### config.mk
export PLATFORM = sky130hd
export DESIGN_NAME = abr_masked_adder_sched
export DESIGN_NICKNAME = d
export VERILOG_FILES = /design/src/rtl/abr_masked_adder_pkg.sv /design/src/rtl/abr_rr_arbiter.sv /design/src/rtl/abr_masked_adder_sched.sv
export SDC_FILE = /design/constraint.sdc
export NUM_CORES = 1
export LEC_CHECK = 0
export CORE_MARGIN = 2
export CORE_UTILIZATION = 34
export DETAILED_ROUTE_END_ITERATION = 16
export GPL_ROUTABILITY_DRIVEN = 0
export HOLD_SLACK_MARGIN = 0.05
export PLACE_DENSITY_LB_ADDON = 0.15
export SYNTH_ARGS = -nofsm -noshare
export SYNTH_HDL_FRONTEND = slang
export SYNTH_SLANG_ARGS = --single-unit
### constraint.sdc
create_clock -name clk -period 4.3 [get_ports clk]
set_input_delay 0.86 -clock clk [delete_from_list [all_inputs] [get_ports clk]]
set_output_delay 0.86 -clock clk [all_outputs]
set_load 0.02 [all_outputs]
### src/rtl/abr_masked_adder_pkg.sv
// Shared types and helpers for the masked adder scheduler: share encoding and
// index-width sizing used by the arbiter and the tag pipeline.
package abr_masked_adder_pkg;

    // One Boolean-masked bit: [0] and [1] are the two shares, value = s[0] ^ s[1].
    typedef logic [1:0] share_t;

    localparam int DEF_WIDTH   = 8;
    localparam int DEF_NUM_REQ = 4;

    function automatic int idx_width(input int n);
        return (n > 1) ? $clog2(n) : 1;
    endfunction

endpackage

### src/rtl/abr_rr_arbiter.sv
// Round-robin arbiter: picks the first requester after the last-granted index,
// wrapping around; the pointer moves only on an accepted grant.
module abr_rr_arbiter
    import abr_masked_adder_pkg::*;
#(
    parameter int N = 4
) (
    input  logic                      clk,
    input  logic                      rst_n,
    input  logic                      clear_i,
    input  logic [N-1:0]              req_i,
    input  logic                      advance_i,
    output logic [N-1:0]              gnt_o,
    output logic [idx_width(N)-1:0]   idx_o,
    output logic                      any_o
);

    localparam int IW = idx_width(N);

    logic [IW-1:0] ptr_q;
    logic [IW-1:0] cand;

    // Search starts one past the pointer so the last winner has lowest priority.
    always_comb begin
        gnt_o = '0;
        idx_o = '0;
        any_o = 1'b0;
        cand  = '0;
        for (int i = 1; i <= N; i++) begin
            cand = IW'((int'(ptr_q) + i) % N);
            if (!any_o && req_i[cand]) begin
                any_o       = 1'b1;
                gnt_o[cand] = 1'b1;
                idx_o       = cand;
            end
        end
    end

    always_ff @(posedge clk or negedge rst_n) begin
        if (!rst_n) begin
            ptr_q <= IW'(N - 1);
        end else if (clear_i) begin
            ptr_q <= IW'(N - 1);
        end else if (advance_i) begin
            ptr_q <= idx_o;
        end
    end

endmodule

### src/rtl/abr_masked_adder_sched.sv
// Shares one pipelined masked Boolean adder among NUM_REQ requesters, tracking
// each issue with a tag so the result is routed back to its originator.
module abr_masked_adder_sched
    import abr_masked_adder_pkg::*;
#(
    parameter int WIDTH   = DEF_WIDTH,
    parameter int NUM_REQ = DEF_NUM_REQ,
    parameter int LATENCY = WIDTH + 2
) (
    input  logic                                  clk,
    input  logic                                  rst_n,
    input  logic                                  zeroize_i,
    input  logic [NUM_REQ-1:0]                    req_valid_i,
    output logic [NUM_REQ-1:0]                    req_ready_o,
    input  logic [NUM_REQ-1:0][WIDTH-1:0][1:0]    req_x_i,
    input  logic [NUM_REQ-1:0][WIDTH-1:0][1:0]    req_y_i,
    input  logic                                  rnd_valid_i,
    input  logic [WIDTH-1:0]                      rnd_i,
    output logic                                  rnd_ready_o,
    output logic [WIDTH-1:0][1:0]                 add_x_o,
    output logic [WIDTH-1:0][1:0]                 add_y_o,
    output logic [WIDTH-1:0]                      add_rnd_o,
    output logic                                  add_zeroize_o,
    input  logic [WIDTH-1:0][1:0]                 add_s_i,
    output logic [NUM_REQ-1:0]                    rsp_valid_o,
    output logic [WIDTH-1:0][1:0]                 rsp_s_o,
    output logic                                  busy_o,
    output logic                                  rnd_err_o
);

    localparam int IDW = idx_width(NUM_REQ);

    typedef struct packed {
        logic           vld;
        logic [IDW-1:0] id;
    } tag_t;

    tag_t [LATENCY-1:0]  tag_q;
    tag_t [LATENCY-1:0]  tag_d;
    logic                rnd_err_q;
    logic                rnd_err_d;

    logic [NUM_REQ-1:0]  arb_gnt;
    logic [IDW-1:0]      arb_idx;
    logic                arb_any;
    logic                active;
    logic                issue;
    logic                pipe_busy;
    share_t [WIDTH-1:0]  op_x;
    share_t [WIDTH-1:0]  op_y;

    // Zeroize and reset both suppress issue so no new tag slips in while clearing.
    assign active = rst_n & ~zeroize_i;
    assign issue  = active & rnd_valid_i & arb_any;

    abr_rr_arbiter #(.N(NUM_REQ)) u_arb (
        .clk       (clk),
        .rst_n     (rst_n),
        .clear_i   (zeroize_i),
        .req_i     (req_valid_i),
        .advance_i (issue),
        .gnt_o     (arb_gnt),
        .idx_o     (arb_idx),
        .any_o     (arb_any)
    );

    assign req_ready_o   = issue ? arb_gnt : '0;
    assign op_x          = req_x_i[arb_idx];
    assign op_y          = req_y_i[arb_idx];
    assign add_x_o       = issue ? op_x : '0;
    assign add_y_o       = issue ? op_y : '0;
    assign add_rnd_o     = rnd_valid_i ? rnd_i : '0;
    assign add_zeroize_o = zeroize_i;

    always_comb begin
        pipe_busy = 1'b0;
        for (int i = 0; i < LATENCY; i++) begin
            pipe_busy = pipe_busy | tag_q[i].vld;
        end
    end

    assign busy_o      = pipe_busy | issue;
    assign rnd_ready_o = rnd_valid_i & busy_o;
    assign rnd_err_d   = rnd_err_q | (pipe_busy & ~rnd_valid_i);
    assign rnd_err_o   = rnd_err_q;

    always_comb begin
        tag_d[0].vld = issue;
        tag_d[0].id  = arb_idx;
        for (int i = 1; i < LATENCY; i++) begin
            tag_d[i] = tag_q[i-1];
        end
    end

    always_ff @(posedge clk or negedge rst_n) begin
        if (!rst_n) begin
            tag_q     <= '0;
            rnd_err_q <= 1'b0;
        end else if (zeroize_i) begin
            tag_q     <= '0;
            rnd_err_q <= 1'b0;
        end else begin
            tag_q     <= tag_d;
            rnd_err_q <= rnd_err_d;
        end
    end

    // The exiting tag lines up with the adder output for the op issued LATENCY cycles ago.
    always_comb begin
        rsp_valid_o = '0;
        rsp_s_o     = '0;
        if (tag_q[LATENCY-1].vld && !zeroize_i) begin
            rsp_valid_o[tag_q[LATENCY-1].id] = 1'b1;
            rsp_s_o                          = add_s_i;
        end
    end

endmodule

Word-level counts from Yosys, hierarchy flattened

Index checks and enable logic that the tools add are counted.

Bits in registers: 33
Input port bits: 160
Output and inout bits: 68

$add $sub $neg: 4
$lt $le $gt $ge: 11
Mux-type cells: 44
Bitwise gates (word level): 21
Reductions and logical operators: 14

Operators by type and width:

| cell                  | number |
|---|---|
| $mux W16              | 5 |
| $bmux W16 S2          | 2 |
| $mux W30              | 1 |
| $mux W4               | 6 |
| $lt A2 B3 Y1 const B  | 6 |
| $mux W1               | 14 |
| $mux W2               | 6 |
| $or A4 B4 Y4          | 3 |
| $or A1 B1 Y1          | 11 |
| $demux W1 S2          | 5 |
| $ge A2 B1 Y1 const B  | 5 |
| $logic_and A1 B1 Y1   | 9 |
| $bmux W1 S2           | 4 |
| $mux W8               | 1 |
| $and A1 B1 Y1         | 5 |
| $add A2 B1 Y2 const B | 2 |
| $add A2 B2 Y2 const B | 2 |
| $logic_not A1 Y1      | 4 |
| $not A1 Y1            | 2 |
| $reduce_bool A2 Y1    | 1 |

Logic depth before layout (Yosys ltp)

Depth after elaboration: 16
Depth in mapped cells: 12
Mapped depth without buffers: 8

Cells and area by module

From an unflattened synthesis, not the netlist that was laid out.

Cell total of the unflattened synthesis: 249
Area total of the unflattened synthesis: 2891.5 µm²

By module, submodules not included:

| module                 | instances | cells an instance | area an instance (µm²) | sequential area each (µm²) |
|---|---|---|---|---|
| abr_masked_adder_sched | 1         | 186               | 2304.7                 | 775.7 |
| abr_rr_arbiter         | 1         | 63                | 586.8                  | 52.6 |

Least setup slack after synthesis

OpenSTA, ideal clock, no wires.

Kind: register -> output
Start point: reg u_arb.ptr_q[0]
End point: out add_x_o[10] (netlist name)
Arrival time: 3.381 ns
Data required time: 3.440 ns
Setup slack: 0.059 ns
Stages on the path, launching flop included: 13
Path buffers: 4
Cell sequence: dfstp_2 > buf_6 > clkbuf_1 > inv_1 > ha_1 > mux4_2 > nor2b_4 > nor2_4 > mux2_4 > buf_12 > buf_12 > mux2i_1 > o22ai_1

RTL lines:

| item                   | line                         | RTL |
|---|---|---|
| start, declared        | abr_rr_arbiter.sv:20         | `logic [IW-1:0] ptr_q;` |
| start signal, assigned | abr_rr_arbiter.sv:41         | `ptr_q <= IW'(N - 1);` |
| start signal, assigned | abr_rr_arbiter.sv:43         | `ptr_q <= IW'(N - 1);` |
| start signal, assigned | abr_rr_arbiter.sv:45         | `ptr_q <= idx_o;` |
| end, declared          | abr_masked_adder_sched.sv:20 | `output logic [WIDTH-1:0][1:0] add_x_o,` |

==> flow_summary.yaml <==
clocking:
  clkSlewWorstSetupHoldPaths_ns: 0.06
  clock-root-buffer: "clkbuf_8"
  cts_buffers: 5
  cts_buffer_depth: 2
  cts_setup_buffers: 0
  cts_tree: "done"
  cts_sinks: 33
  clock_latency_ns: 0.28
  h-tree-depth: 2
min_path:
  hp-class: "flop to flop"
  worstHoldStart: "tag_d[22]"
timing:
  max_freq_ghz: 0.235
  finalCritPeriodShare: 0.988
  post-route-min-period_ns: 4.25
  hold_viol: 0
  rsz0062_at_grt: "false"
  tightest_slew_ns: 0.397
  finalMaxSlewViolations: 0
  worst_slack_ns: 0.0505
  clock_skew_ns: 0.00412
  slew_headroom: 0.735
  setup_violations: 0
  tns_ns: 0
die:
  coreArea_um2: 8590
  io_pins: 228
  start_util: 0.344
  dieArea_um2: 9470
  fp-row-count: 34
  die_h_um: 97.3
  die_w_um: 97.3
logic_synthesis:
  netlist_area_um2: 2960
  synthArstFlopShare: 1.00
  synth_top_flop_cell: "dfrtp_1"
  synth_area_leaders: "dfrtp_1 (26%), mux2i_1 (11%), o221ai_1 (8.6%), o22ai_1 (6.6%), nor2_1 (6.0%)"
  synth_cell_types: 42
  postSynthCellCount: 336
  syn_avg_cell_area_um2: 8.81
  synth-edff-count: 0
  yosysTopAreaCell: "dfrtp_1"
  synth_nets: 504
  yosysTopAreaCellShare: 0.262
  synth-seq-area-share: 0.280
  synth_seq_cells: 33
  yosysWarnings: 0
setup_path:
  end_kind: "output port"
  crit_buf_inv: 3
  crit_start: "req_valid_i[0]"
  path_max_fanout: 18
  worstSetupPathType: "primary input to output port"
  cp.required_ns: 3.44
  crit_arrival_ns: 3.39
  slowest_stage: "mux4_2"
  critical_path.top_delay_family: "buffers and inverters"
  cp_cell_sequence: "clkdlybuf4s50_1, mux4_2, nor2b_4, nor2_4, mux2_4, buf_4, o221ai_1, o22ai_1, dlygate4sd2_1"
  cp-start-kind: "primary input"
  rr_startpoint: "u_arb.ptr_q[1]"
  cp_slowest_stage_delay_ns: 0.52
drt:
  viasPerCell: 5.28
  wirelength_mm: 10.9
  drtIter0Drc: 120
  dr.pass1.iters: 4
  detail-route-antenna-nets: 0
  post-route-drc-count: 0
  routedWlPerCell_um: 16.3
  dr_total_vias: 3552
final_layout:
  layout_commonest_cell: "clkdlybuf4s50_1"
  design_area_um2: 5460
  drive_gt1_frac: 0.112
  fin_cells: 673
  fillers: 735
  layout.cells.most_common_list: "clkdlybuf4s50_1 (195), nor2_1 (47), mux2i_1 (32)"
  area_growth_pct: 84.4
  nNetsFinal: 731
outcome:
  run_status: "completed"
global_routing:
  grt_pass1_vias: 3520
  grtUsageTotal: 0.222
  grt_start_max_net_pins: 37
  gr-total-overflow: 0
  grt_pass1_wl_mm: 17.3
  antenna_found_initial: 1
placement:
  io_buffer_count: 227
  dpl-instance-area_um2: 5410
  dp_hpwl_mm: 8.80
  pre_cts_slack_ns: -0.227
  dp.cells: 664
power_and_ir_drop:
  powerDensity_nw_per_um2: 204
  ir_drop_v: 0.000131
  p_leak_nw: 2.41
  power_mw: 1.11
flow_run:
  maxCapViolations: 0
-- what timing repair did --
action / in CTS / in global routing
resized for setup: 32 / 21
hold buffers: 0 / 0
hold endpoints to repair: 0 / 0
endpoints found under the setup margin: 32 / 26
-- synthesized netlist by cell type, types with 2 or more instances --
library cell / count
nor2_1: 47
or3_1: 2
o221ai_1: 29
buf_8: 3
o22ai_1: 31
inv_1: 5
o221ai_2: 3
nor4_1: 3
nor3b_1: 2
nor3_1: 4
buf_12: 4
dfstp_2: 2
a221oi_1: 4
buf_2: 3
ha_1: 8
mux2i_1: 32
and2_1: 26
or3b_2: 2
dfrtp_1: 31
o21ai_0: 8
nand2_1: 7
nand3_1: 2
a21oi_1: 3
mux4_2: 2
clkbuf_1: 24
mux2_2: 2
a31oi_1: 2
a22oi_1: 4
nor2b_1: 28
-- path summary, 6_finish.rpt --
| check | slack (ns) | end | cells after the start |
|---|---|---|---|
| worst max-delay path | 0.05 | add_x_o[3] | 9 |
| worst min-delay path | 0.47 | tag_d[25] | 1 |
| worst max register to register | 1.82 | tag_d[3] | 8 |
| worst min register to register | 0.47 | tag_d[25] | 1 |
| max in group asynchronous | 2.93 | u_arb.ptr_q[0] | 2 |
| min in group asynchronous | 1.05 | tag_d[11] | 2 |
-- power breakdown --
| part | leakage [nW] | switching (mW) | internal (mW) |
|---|---|---|---|
| combinational | 1.91 | 0.261 | 0.309 |
| clock | 0.0439 | 0.109 | 0.111 |
| sequential | 0.451 | 0.00231 | 0.319 |
| total | 2.41 | 0.373 | 0.739 |
-- registers in the layout, summed over array words and instances (netlist names) --
signal,count
tag_d,27
tag_q,3
u_arb.ptr_q,2
rnd_err_o,1
-- cells by family after synthesis --
logic type / share of synthesized area
mux: 0.145
fa+ha+maj: 0.0338
flops: 0.280
simple gates: 0.234
buf+inv: 0.0904
compound gates: 0.217
-- final cells by class --
class / count / area (µm²) / share of cell area
tap: 108 / 135 / 0.0248
clock buffer: 5 / 68.8 / 0.0126
inverter: 5 / 18.8 / 0.00344
timing repair buffer: 256 / 2500 / 0.458
sequential: 33 / 828 / 0.152
antenna: 1 / 2.50 / 0.000459
clock inverter: 3 / 17.5 / 0.00321
multi-input combinational: 262 / 1890 / 0.346
-- stage by stage --
stage                     hold slack [ns]   util
after global placement              0.442  0.630
final                               0.467  0.635
after global routing                0.486  0.635
after CTS                           0.474  0.635
after floorplan                     0.439      -
after detailed placement            0.458  0.630
-- layer usage --
metal	track usage	vias up	routed length (µm)
li1	-	1699	-
met1	0.255	1646	4300
met4	0.0598	0	265
met5	0	-	0
met3	0.0669	17	903
met2	0.402	190	5470
(Power assumes the default switching activity.)
